===== src/rtl/slice_add_arb_pkg.sv =====
// Shared types and sizes for the slice-add arbiter slice.
// Contents: output register state enum, operand/result/index widths, requester count.
// No logic; imported by slice_add and slice_add_arb.
package slice_arb_pkg;

  localparam int OP_W  = 8;               // operand width, sint(8)
  localparam int RES_W = 4;               // result width, sint(4)
  localparam int LO_W  = 3;               // slice low-index width
  localparam int N_REQ = 2;               // requester count
  localparam int ID_W  = $clog2(N_REQ);   // requester index width

  typedef logic [ID_W-1:0] req_id_t;

  typedef enum logic {
    EMPTY = 1'b0,
    FULL  = 1'b1
  } out_state_t;

endpackage


===== src/rtl/slice_add_arb_add.sv =====
// slice_add: combinational slice extract and modulo-16 add.
// Ports: A, B operands; LO_A, LO_B slice low indices; XOUT = zext(A slice) + zext(B slice) mod 16.
// Latency 0; no flow control.
module slice_add
  import slice_arb_pkg::*;
#(
  parameter int SLICE_W = 1
) (
  input  logic [OP_W-1:0]  A,
  input  logic [OP_W-1:0]  B,
  input  logic [LO_W-1:0]  LO_A,
  input  logic [LO_W-1:0]  LO_B,
  output logic [RES_W-1:0] XOUT
);

  localparam logic [RES_W-1:0] SLICE_MASK = RES_W'((1 << SLICE_W) - 1);

  // A right shift pulls zeros in from the top, so slice bits past bit 7
  // read as 0 without any extra range check.
  logic [RES_W-1:0] a_sl;
  logic [RES_W-1:0] b_sl;

  assign a_sl = RES_W'(A >> LO_A) & SLICE_MASK;
  assign b_sl = RES_W'(B >> LO_B) & SLICE_MASK;

  // 4-bit add wraps modulo 16; the bit pattern is the sint(4) result.
  assign XOUT = a_sl + b_sl;

endmodule


===== src/rtl/slice_add_arb.sv =====
// slice_add_arb: two-requester round-robin arbiter feeding a slice adder into a one-deep result register.
// Ports: CLK/RST (async active-high), LO_A/LO_B, R0_*/R1_* valid-ready requesters, OUT_* valid-ready result.
// Latency 1 cycle grant-to-OUT_VALID; READY only when the result slot is free (empty or being drained).
module slice_add_arb
  import slice_arb_pkg::*;
#(
  parameter int SLICE_W = 1
) (
  input  logic             CLK,
  input  logic             RST,
  input  logic [LO_W-1:0]  LO_A,
  input  logic [LO_W-1:0]  LO_B,
  input  logic             R0_VALID,
  input  logic [OP_W-1:0]  R0_A,
  input  logic [OP_W-1:0]  R0_B,
  output logic             R0_READY,
  input  logic             R1_VALID,
  input  logic [OP_W-1:0]  R1_A,
  input  logic [OP_W-1:0]  R1_B,
  output logic             R1_READY,
  output logic             OUT_VALID,
  output logic [RES_W-1:0] OUT_DATA,
  output logic [ID_W-1:0]  OUT_ID,
  input  logic             OUT_READY
);

  out_state_t       state_q, state_d;
  logic [RES_W-1:0] out_data_q, out_data_d;
  req_id_t          out_id_q, out_id_d;
  req_id_t          pri_q, pri_d;

  logic             slot_free;
  logic             gnt_vld;
  req_id_t          gnt_id;
  logic [OP_W-1:0]  op_a;
  logic [OP_W-1:0]  op_b;
  logic [RES_W-1:0] sum;

  // Only the granted pair reaches the adder, so one adder serves both requesters.
  slice_add #(
    .SLICE_W (SLICE_W)
  ) u_add (
    .A    (op_a),
    .B    (op_b),
    .LO_A (LO_A),
    .LO_B (LO_B),
    .XOUT (sum)
  );

  always_comb begin
    slot_free  = (state_q == EMPTY) || OUT_READY;
    gnt_vld    = 1'b0;
    gnt_id     = '0;
    state_d    = state_q;
    out_data_d = out_data_q;
    out_id_d   = out_id_q;
    pri_d      = pri_q;

    // Gate with RST so no requester sees an accept during reset.
    if (slot_free && !RST) begin
      if (R0_VALID && R1_VALID) begin
        gnt_vld = 1'b1;
        gnt_id  = pri_q;
      end else if (R0_VALID) begin
        gnt_vld = 1'b1;
        gnt_id  = 1'b0;
      end else if (R1_VALID) begin
        gnt_vld = 1'b1;
        gnt_id  = 1'b1;
      end
    end

    op_a = gnt_id ? R1_A : R0_A;
    op_b = gnt_id ? R1_B : R0_B;

    if (gnt_vld) begin
      state_d    = FULL;
      out_data_d = sum;
      out_id_d   = gnt_id;
      // Any grant, contended or not, hands priority to the other requester.
      pri_d      = ~gnt_id;
    end else if (OUT_READY) begin
      state_d    = EMPTY;
    end
  end

  always_ff @(posedge CLK or posedge RST) begin
    if (RST) begin
      state_q    <= EMPTY;
      out_data_q <= '0;
      out_id_q   <= '0;
      pri_q      <= '0;
    end else begin
      state_q    <= state_d;
      out_data_q <= out_data_d;
      out_id_q   <= out_id_d;
      pri_q      <= pri_d;
    end
  end

  assign R0_READY  = gnt_vld && (gnt_id == 1'b0);
  assign R1_READY  = gnt_vld && (gnt_id == 1'b1);
  assign OUT_VALID = (state_q == FULL);
  assign OUT_DATA  = out_data_q;
  assign OUT_ID    = out_id_q;

endmodule

===== config.mk =====
export PLATFORM = sky130hd
export DESIGN_NAME = slice_add_arb
export DESIGN_NICKNAME = d
export VERILOG_FILES = /design/src/rtl/slice_add_arb_pkg.sv /design/src/rtl/slice_add_arb_add.sv /design/src/rtl/slice_add_arb.sv
export SDC_FILE = /design/constraint.sdc
export NUM_CORES = 1
export LEC_CHECK = 0
export CAP_MARGIN = 0
export CORE_MARGIN = 5
export CORE_UTILIZATION = 32
export DETAILED_ROUTE_END_ITERATION = 8
export GPL_TIMING_DRIVEN = 1
export PLACE_DENSITY = 0.85
export SETUP_SLACK_MARGIN = 0.3
export SLEW_MARGIN = 20
export SYNTH_ARGS = -nofsm -noshare
export SYNTH_HDL_FRONTEND = slang
export SYNTH_SLANG_ARGS = --single-unit

===== constraint.sdc =====
create_clock -name CLK -period 5.86 [get_ports CLK]
set_input_delay 1.172 -clock CLK [delete_from_list [all_inputs] [get_ports CLK]]
set_output_delay 1.172 -clock CLK [all_outputs]
set_load 0.1 [all_outputs]

==> results.yml, run 1 <==
synth:
  ys_ff_latch: 5
  synth_warnings: 0
  async_reset_ff_share_pct: 100
  synth-edff-count: 0
  synth-xor-area-share_pct: 0
  synth_top_family_by_area: "multiplexers"
  yosysTopAreaCellShare_pct: 23.4
  syn_inst: 36
  yosys.area_share.simple_pct: 12.2
  avgSynthCellArea_um2: 14.8
  netlist_top_cells_count: "6 x mux2i_1, 5 x dfrtp_1, 4 x mux4_1, 4 x mux4_2"
  synthAdderAreaFrac_pct: 2.34
  ys_dominant_reg_cell: "dfrtp_1"
  synth_top_area_cell: "dfrtp_1"
  syn-cell-area_um2: 534
  synth-compound-area-share_pct: 3.75
  synth.most_common_cell: "mux2i_1"
  synth_mux_area_share_pct: 52.0
  synth_area_leaders: "dfrtp_1 23%, mux4_1 20%, mux4_2 17%"
  synth.distinct_cells: 16
  ys_seq_area_share_pct: 23.4
finish:
  drive_gt1_share_pct: 16.1
  nets: 132
  stdcell_area_um2: 1040
  syn_to_final_growth_pct: 95.3
  n_antenna_cell: 0
pwr:
  switchingPower_uw: 109
  p_seq_share_pct: 20.7
  clkPwrFrac_pct: 17.3
  internal-power_uw: 128
  combinationalPowerShare_pct: 62.0
  switching_share_pct: 46.0
  power.density_nw_per_um2: 227
  power_leakage_uw: 0.000440
  fin_total_pwr_uw: 237
  ir_drop_mv: 0.333
clock_network:
  clk_path_buf_depth: 2
  cts_hold_buf: 0
  cts_tree: "done"
  cts_made_buffers: 3
  postCtsSetupBuffers: 0
  clk_latency_ns: 0.25
  htreeDepth: 1
  cts_root_buffer: "clkbuf_4"
  post_cts_resized: 0
  clk_transition_reported_paths_ns: 0.04
  cts.sinks: 5
floorplan:
  io_pins: 51
  core_um2: 1540
  dieHeight_um: 50.9
  start_util_pct: 34.7
  die-width_um: 50.9
  rows: 14
  dieArea_um2: 2590
setup_path:
  worst-path-max-fanout: 6
  cp.required_ns: 4.69
  cp.arrival_ns: 3.31
  start_kind: "input port"
  end_kind: "primary output"
  critical_path_class: "in2out"
global_route:
  grt_usage_pct: 13.5
  grt_pass1_wl_mm: 2.64
  grt_max_degree: 11
  antenna_found_initial: 0
  grt_pass1_vias: 609
  grt-ovfl-total: 0
sta:
  final-hold-violation-count: 0
  fmax_mhz: 223
  skew_ns: 0.00105
  tightest_slew_ns: 0.982
  report.final.slew_viol_count: 0
  setup_violations: 0
  min_period_ns: 4.48
  relSlewSlack_pct: 34.3
  whs_ns: 0.499
  final.period_utilization_pct: 76.5
  rsz0062_at_grt: "false"
  tns_ns: 0
detailed_routing:
  vias: 508
  wl_per_cell_um: 16.4
  drtIter0Drc: 4
  final_antenna_net_count: 0
  wl_mm: 1.69
  drc: 0
  via_per_inst: 4.93
  drt_pass1_iterations: 2
placed_design:
  gp_congestion: 0.706
  numPortBuffers: 48
  dp_hpwl_mm: 1.50
  place_area_um2: 1020
outcome:
  status: "finished clean"
flow_run:
  cap_violations: 0
min_path:
  hold_path.class: "reg2reg"
[path summary, 6_finish.rpt]
check	cells after the start	slack [ns]	to	start
worst max-delay path	6	1.38	R0_READY	OUT_READY
worst min-delay path	1	0.50	OUT_ID	OUT_ID
worst max register to register	8	3.31	OUT_DATA[0]	OUT_VALID
worst min register to register	1	0.50	OUT_ID	OUT_ID
max in group asynchronous	2	4.42	OUT_ID	RST
min in group asynchronous	2	1.26	pri_q	RST
[layout by cell type, fill, tap and decap left out]
cell type / instances
o21ai_1: 1
nor2b_4: 2
dfrtp_1: 5
buf_4: 2
clkbuf_4: 3
a21o_1: 2
ha_1: 1
mux4_2: 4
clkdlybuf4s50_1: 47
conb_1: 2
clkbuf_1: 1
mux2i_1: 6
inv_1: 1
nor2_1: 2
mux2_2: 2
mux4_1: 4
nand2b_1: 1
nor4b_4: 1
[worst max-delay path, cell delays in order]
cell and delay [ns]:
clkdlybuf4s50_1 0.50, nor2b_4 0.06, nor2_1 0.07, o21ai_1 0.16, nor2_1 0.19, clkdlybuf4s50_1 1.15
[final cells by class]
type	instances	area, µm²
clock buffers	4	26.3
repair buffers	49	485
multi-input cells	28	383
inverters	1	3.75
fillers	125	498
well taps	16	20.0
flip-flops and latches	5	125
[per-layer routing]
metal / part of all wire, % / track usage (%) / vias up
met5: 0 / 0 / -
met4: 1.2 / 6.38 / 0
met3: 9.0 / 4.36 / 2
met2: 53 / 24.2 / 26
met1: 37 / 13.9 / 234
li1: - / - / 246
[power by group through the flow]
stage               registers [µW]  clock network (µW)  logic, µW
CTS                           49.0                42.9        149
finish                        49.1                40.9        147
detailed placement            49.1                   0        148
floorplan                     98.6                   0       45.9
global placement              48.6                   0        145
global route                  49.8                44.8        153
[state kept, by name, indices dropped and copies added, names as in the netlist]
register	count
OUT_VALID	1
OUT_DATA	2
OUT_ID	1
pri_q	1
[metrics by stage]
stage | utilization (%) | instances | worst slack, ns
floorplan | - | 37 | 1.80
global placement | 66.0 | 99 | 1.41
detailed placement | 66.0 | 99 | 1.37
CTS | 67.7 | 103 | 1.36
global route | 67.7 | 103 | 1.26
finish | 67.7 | 103 | 1.38
[logic make-up (layout without fill, tap and decap cells)]
logic type,Yosys count,count (layout)
AOI/OAI and AO/OA,3,3
adders and majority gates,1,1
buffers and inverters,4,54
DFF,5,5
muxes,16,16
other,1,2
and+or+nand+nor,6,6
(Power assumes the default switching activity.)
==> run 2, diff against run 1 <==
Settings changed: CORE_UTILIZATION 32 to 29, PLACE_DENSITY 0.85 to 0.78.
Clock period 5.86 ns to 4.5 ns, I/O delays scaled along.
==> run 2 against run 1 <==
Final area increased by 0.84%. Cell count increased by 8.7%. Setup slack got worse by 0.095 ns. Largest power group unchanged. Highest routed layer is now met3.
==> results.yml, run 2 (synthesized netlist as in run 1, its figures left out) <==
floorplan:
  rows: 15
  dieHeight_um: 52.9
  die-width_um: 52.9
  dieArea_um2: 2800
  start_util_pct: 30.6
  core_um2: 1750
  io_pins: 51
global_route:
  grt_pass1_wl_mm: 2.84
  grt_usage_pct: 13.8
  grt_pass1_vias: 600
  grt-ovfl-total: 0
  grt_max_degree: 12
  antenna_found_initial: 0
finish:
  final_cell_mix: "46 x clkdlybuf4s50_1, 6 x mux2i_1, 5 x dfrtp_1"
  multi_input_area_um2: 383
  fillCellCount: 153
  largest_reg_flops: 2
  final_common_cell: "clkdlybuf4s50_1"
  nets: 132
  n_antenna_cell: 0
  syn_to_final_growth_pct: 97.0
  fin_cells: 112
  drive_gt1_share_pct: 17.2
  final-seq-area_um2: 125
sta:
  whs_ns: 0.494
  rsz0062_at_grt: "false"
  tightest_slew_ns: 0.979
  final-hold-violation-count: 0
  relSlewSlack_pct: 34.5
  setup_violations: 0
  tns_ns: 0
  report.final.slew_viol_count: 0
  skew_ns: 0.00102
  final.period_utilization_pct: 71.5
  fmax_mhz: 311
  min_period_ns: 3.22
placed_design:
  dp_hpwl_mm: 1.60
  numPortBuffers: 48
  place_inst: 108
  gp_congestion: 0.688
clock_network:
  cts_hold_buf: 0
  cts_root_buffer: "clkbuf_4"
  postCtsSetupBuffers: 0
  clk_latency_ns: 0.23
  clk_transition_reported_paths_ns: 0.04
  post_cts_resized: 0
  htreeDepth: 1
  cts_tree: "done"
  cts_made_buffers: 3
  clk_path_buf_depth: 2
  cts.sinks: 5
flow_run:
  cap_violations: 0
setup_path:
  critical_path_class: "in2reg"
  end_kind: "flip-flop"
  cp.arrival_ns: 3.33
  cp.required_ns: 4.61
  start_kind: "input port"
  worst-path-max-fanout: 11
detailed_routing:
  via_per_inst: 4.51
  wl_mm: 1.75
  final_antenna_net_count: 0
  drt_pass1_iterations: 1
  wl_per_cell_um: 15.6
  drtIter0Drc: 0
  vias: 505
  drc: 0
outcome:
  status: "finished clean"
min_path:
  hold_path.class: "reg2reg"
pwr:
  ir_drop_mv: 0.394
  power_leakage_uw: 0.000442
  power.density_nw_per_um2: 285
[run 2: changes by cell type in the layout (fill, tap and decap cells not counted)]
cell | previous run | this run
buf_4 | 2 | 3
clkdlybuf4s50_1 | 47 | 46
[run 2: layout make-up]
type | instances | share of cell area, %
flip-flops and latches | 5 | 11.9
inverters | 1 | 0.357
multi-input cells | 28 | 36.4
well taps | 25 | 2.97
clock buffers | 4 | 2.50
repair buffers | 49 | 45.9
[run 2: path summary, 6_finish.rpt]
path                       slack (ns)          end  cells after the start       from
setup / recovery                 1.28  OUT_DATA[0]                      9  OUT_READY
hold / removal                   0.49       OUT_ID                      1     OUT_ID
setup reg to reg                 2.00  OUT_DATA[0]                      8  OUT_VALID
hold reg to reg                  0.49       OUT_ID                      1     OUT_ID
max in group asynchronous        3.33    OUT_VALID                      2        RST
min in group asynchronous        1.00       OUT_ID                      2        RST
[run 2: report_power, final]
group | internal, µW | total, µW | switching, µW
sequential | 55.9 | 62.7 | 6.82
combinational | 76.6 | 190 | 113
clock | 33.3 | 47.6 | 14.3
total | 166 | 300 | 135
[run 2: critical path, cell delays in order]
cell             delay, ns
clkdlybuf4s50_1       0.50
nor2b_4               0.06
nor4b_4               0.24
buf_4                 0.25
mux4_1                0.58
mux2i_1               0.15
mux2i_1               0.09
ha_1                  0.28
mux2_2                0.26
[run 2: metrics by stage]
| stage | total power [µW] | worst slack (ns) | util [%] | area [µm²] |
|---|---|---|---|---|
| 5_1_grt | 315 | 1.09 | 60.3 | 1050 |
| 6_report | 300 | 1.28 | 60.3 | 1050 |
| 3_5_place_dp | 255 | 1.00 | 58.8 | 1030 |
| 3_3_place_gp | 252 | 1.09 | 58.8 | 1030 |
| 4_1_cts | 304 | 1.25 | 60.3 | 1050 |
| 2_1_floorplan | 188 | 0.790 | - | 538 |
[run 2: routing by layer]
metal / GRT usage (%) / part of all wire [%] / vias to the layer above
met4: 2.55 / 0 / 0
met2: 27.3 / 56 / 24
met5: 0 / 0 / -
met1: 14.5 / 33 / 235
li1: - / - / 246
met3: 3.38 / 12 / 0
==> run 3, diff against run 2 <==
Clock period 4.5 ns to 3.2 ns, I/O delays scaled along.
==> run 3 against run 2 <==
Core utilization grew 2.4 points. Routed wire length decreased by 0.68%. Clock-buffer cell count did not move. Worst hold slack worse by 0.11 ns. Combinational power up 45%. Clock skew increased by 0.0043 ns. Final area up 3.9%. Critical path depth shrank 1. Power increased by 45%. Cell count increased by 2.7%. Critical path type unchanged. Critical endpoint unchanged. Largest cell class unchanged.
==> results.yml, run 3 (synthesized netlist as in run 1, its figures left out) <==
clock_network:
  cts_tree: "done"
  htreeDepth: 1
  clk_transition_reported_paths_ns: 0.04
  cts_made_buffers: 3
  cts_root_buffer: "clkbuf_4"
  cts_hold_buf: 0
  clk_latency_ns: 0.24
  clk_path_buf_depth: 2
  cts.sinks: 5
setup_path:
  worst-path-max-fanout: 5
  worst_r2r_endpoint: "OUT_DATA[0]"
  start_kind: "input port"
  critical_path_class: "in2reg"
  path_buf_inv: 2
  crit_chain: "clkdlybuf4s50_1, nor4b_4, buf_6, mux4_2, mux2i_1, mux2i_1, ha_1, mux2_2"
  crit_family: "multiplexers"
  cp.required_ns: 3.33
  crit_top_cell: "mux2i_1"
  worst_r2r_path_depth: 8
  cp_slowest_cell: "mux4_2"
  end_kind: "flip-flop"
  r2r_start: "OUT_VALID"
  critical-path-max-stage-delay_ns: 0.51
  cp.arrival_ns: 2.84
  reg2reg_slack_ns: 0.79
floorplan:
  dieArea_um2: 2800
  io_pins: 51
  die-width_um: 52.9
  start_util_pct: 30.6
  core_um2: 1750
  dieHeight_um: 52.9
  rows: 15
finish:
  largest_reg_flops: 2
  n_antenna_cell: 0
  nets: 135
  syn_to_final_growth_pct: 105
  final_cell_mix: "39 x clkdlybuf4s50_1, 8 x mux4_2, 6 x mux2i_1, 6 x buf_4, 4 x dfrtp_1"
  drive_gt1_share_pct: 31.1
  final_common_cell: "clkdlybuf4s50_1"
  final_util_pct: 62.7
  fin_cells: 115
outcome:
  status: "finished clean"
placed_design:
  gp_congestion: 0.673
  dp_hpwl_mm: 1.50
  place_inst: 109
  numPortBuffers: 48
pwr:
  power_leakage_uw: 0.000482
  ir_drop_mv: 0.415
  power.density_nw_per_um2: 397
sta:
  tns_ns: 0
  fmax_mhz: 368
  setup_violations: 0
  final.period_utilization_pct: 84.8
  skew_ns: 0.00530
  min_period_ns: 2.71
  report.final.slew_viol_count: 0
  final-hold-violation-count: 0
  rsz0062_at_grt: "false"
detailed_routing:
  final_antenna_net_count: 0
  drc: 0
  wl_mm: 1.74
  drt_pass1_iterations: 3
  vias: 533
  drtIter0Drc: 12
  via_per_inst: 4.63
  wl_per_cell_um: 15.1
flow_run:
  cap_violations: 0
global_route:
  grt_max_degree: 7
  use_met3_pct: 5.92
  grt_use_met2_pct: 22.7
  top_usage_layer: "met2"
  grt_usage_pct: 13.9
  grt_pass1_vias: 565
  grt_pass1_wl_mm: 2.76
  grt-ovfl-total: 0
  antenna_found_initial: 0
  globalRouteMet1Util_pct: 16.5
min_path:
  hold_path.class: "in2async"
run 3: cell count changes in the layout (fill, tap and decap cells not counted), sizes merged:
| cell | previous run | this run |
|---|---|---|
| buf | 3 | 10 |
| dlymetal6s2s | 0 | 3 |
| clkdlybuf4s50 | 46 | 39 |
run 3: routing by layer:
| layer | vias up | share of wire, % | routed length [µm] |
|---|---|---|---|
| met5 | - | 0 | 0 |
| li1 | 247 | - | - |
| met4 | 0 | 0 | 0 |
| met1 | 260 | 40 | 696 |
| met2 | 26 | 48 | 842 |
| met3 | 0 | 12 | 201 |
run 3: timing repair:
item,CTS,global route
cloned,0,0
setup endpoints to repair,1,2
gates resized for setup,3,6
pin swaps,1,1
setup buffers,2,0
run 3: report_power, final:
| group | internal [µW] | switching (µW) |
|---|---|---|
| registers | 78.7 | 8.92 |
| clock network | 47.1 | 24.5 |
| logic | 113 | 162 |
run 3: worst max path at each step:
stage | startpoint | endpoint | slack [ns] | cells after the start
6_report | R1_VALID | OUT_DATA[0] | 0.49 | 8
5_1_grt | R1_VALID | OUT_DATA[0] | 0.35 | 8
4_1_cts | R0_VALID | OUT_DATA[0] | 0.31 | 9
3_5_place_dp | OUT_READY | OUT_DATA[0] | 0.03 | 9
3_3_place_gp | OUT_READY | OUT_DATA[0] | 0.05 | 9
2_1_floorplan | OUT_VALID | OUT_DATA[0] | 0.34 | 8
run 3: layout make-up:
type | count | area, µm²
tap | 25 | 31.3
clock buffer | 4 | 26.3
inverter | 1 | 3.75
fill | 148 | 652
multi-input combinational | 28 | 370
timing repair buffer | 52 | 536
sequential | 5 | 126
run 3: through the flow:
stage	instance area, µm²	hold slack [ns]	total power (µW)	setup slack (ns)
after floorplan	542	0.418	265	0.344
after global placement	1050	0.470	358	0.0522
after detailed placement	1050	0.467	360	0.0282
after CTS	1100	0.490	440	0.306
after global routing	1090	0.406	460	0.348
final	1090	0.384	434	0.486
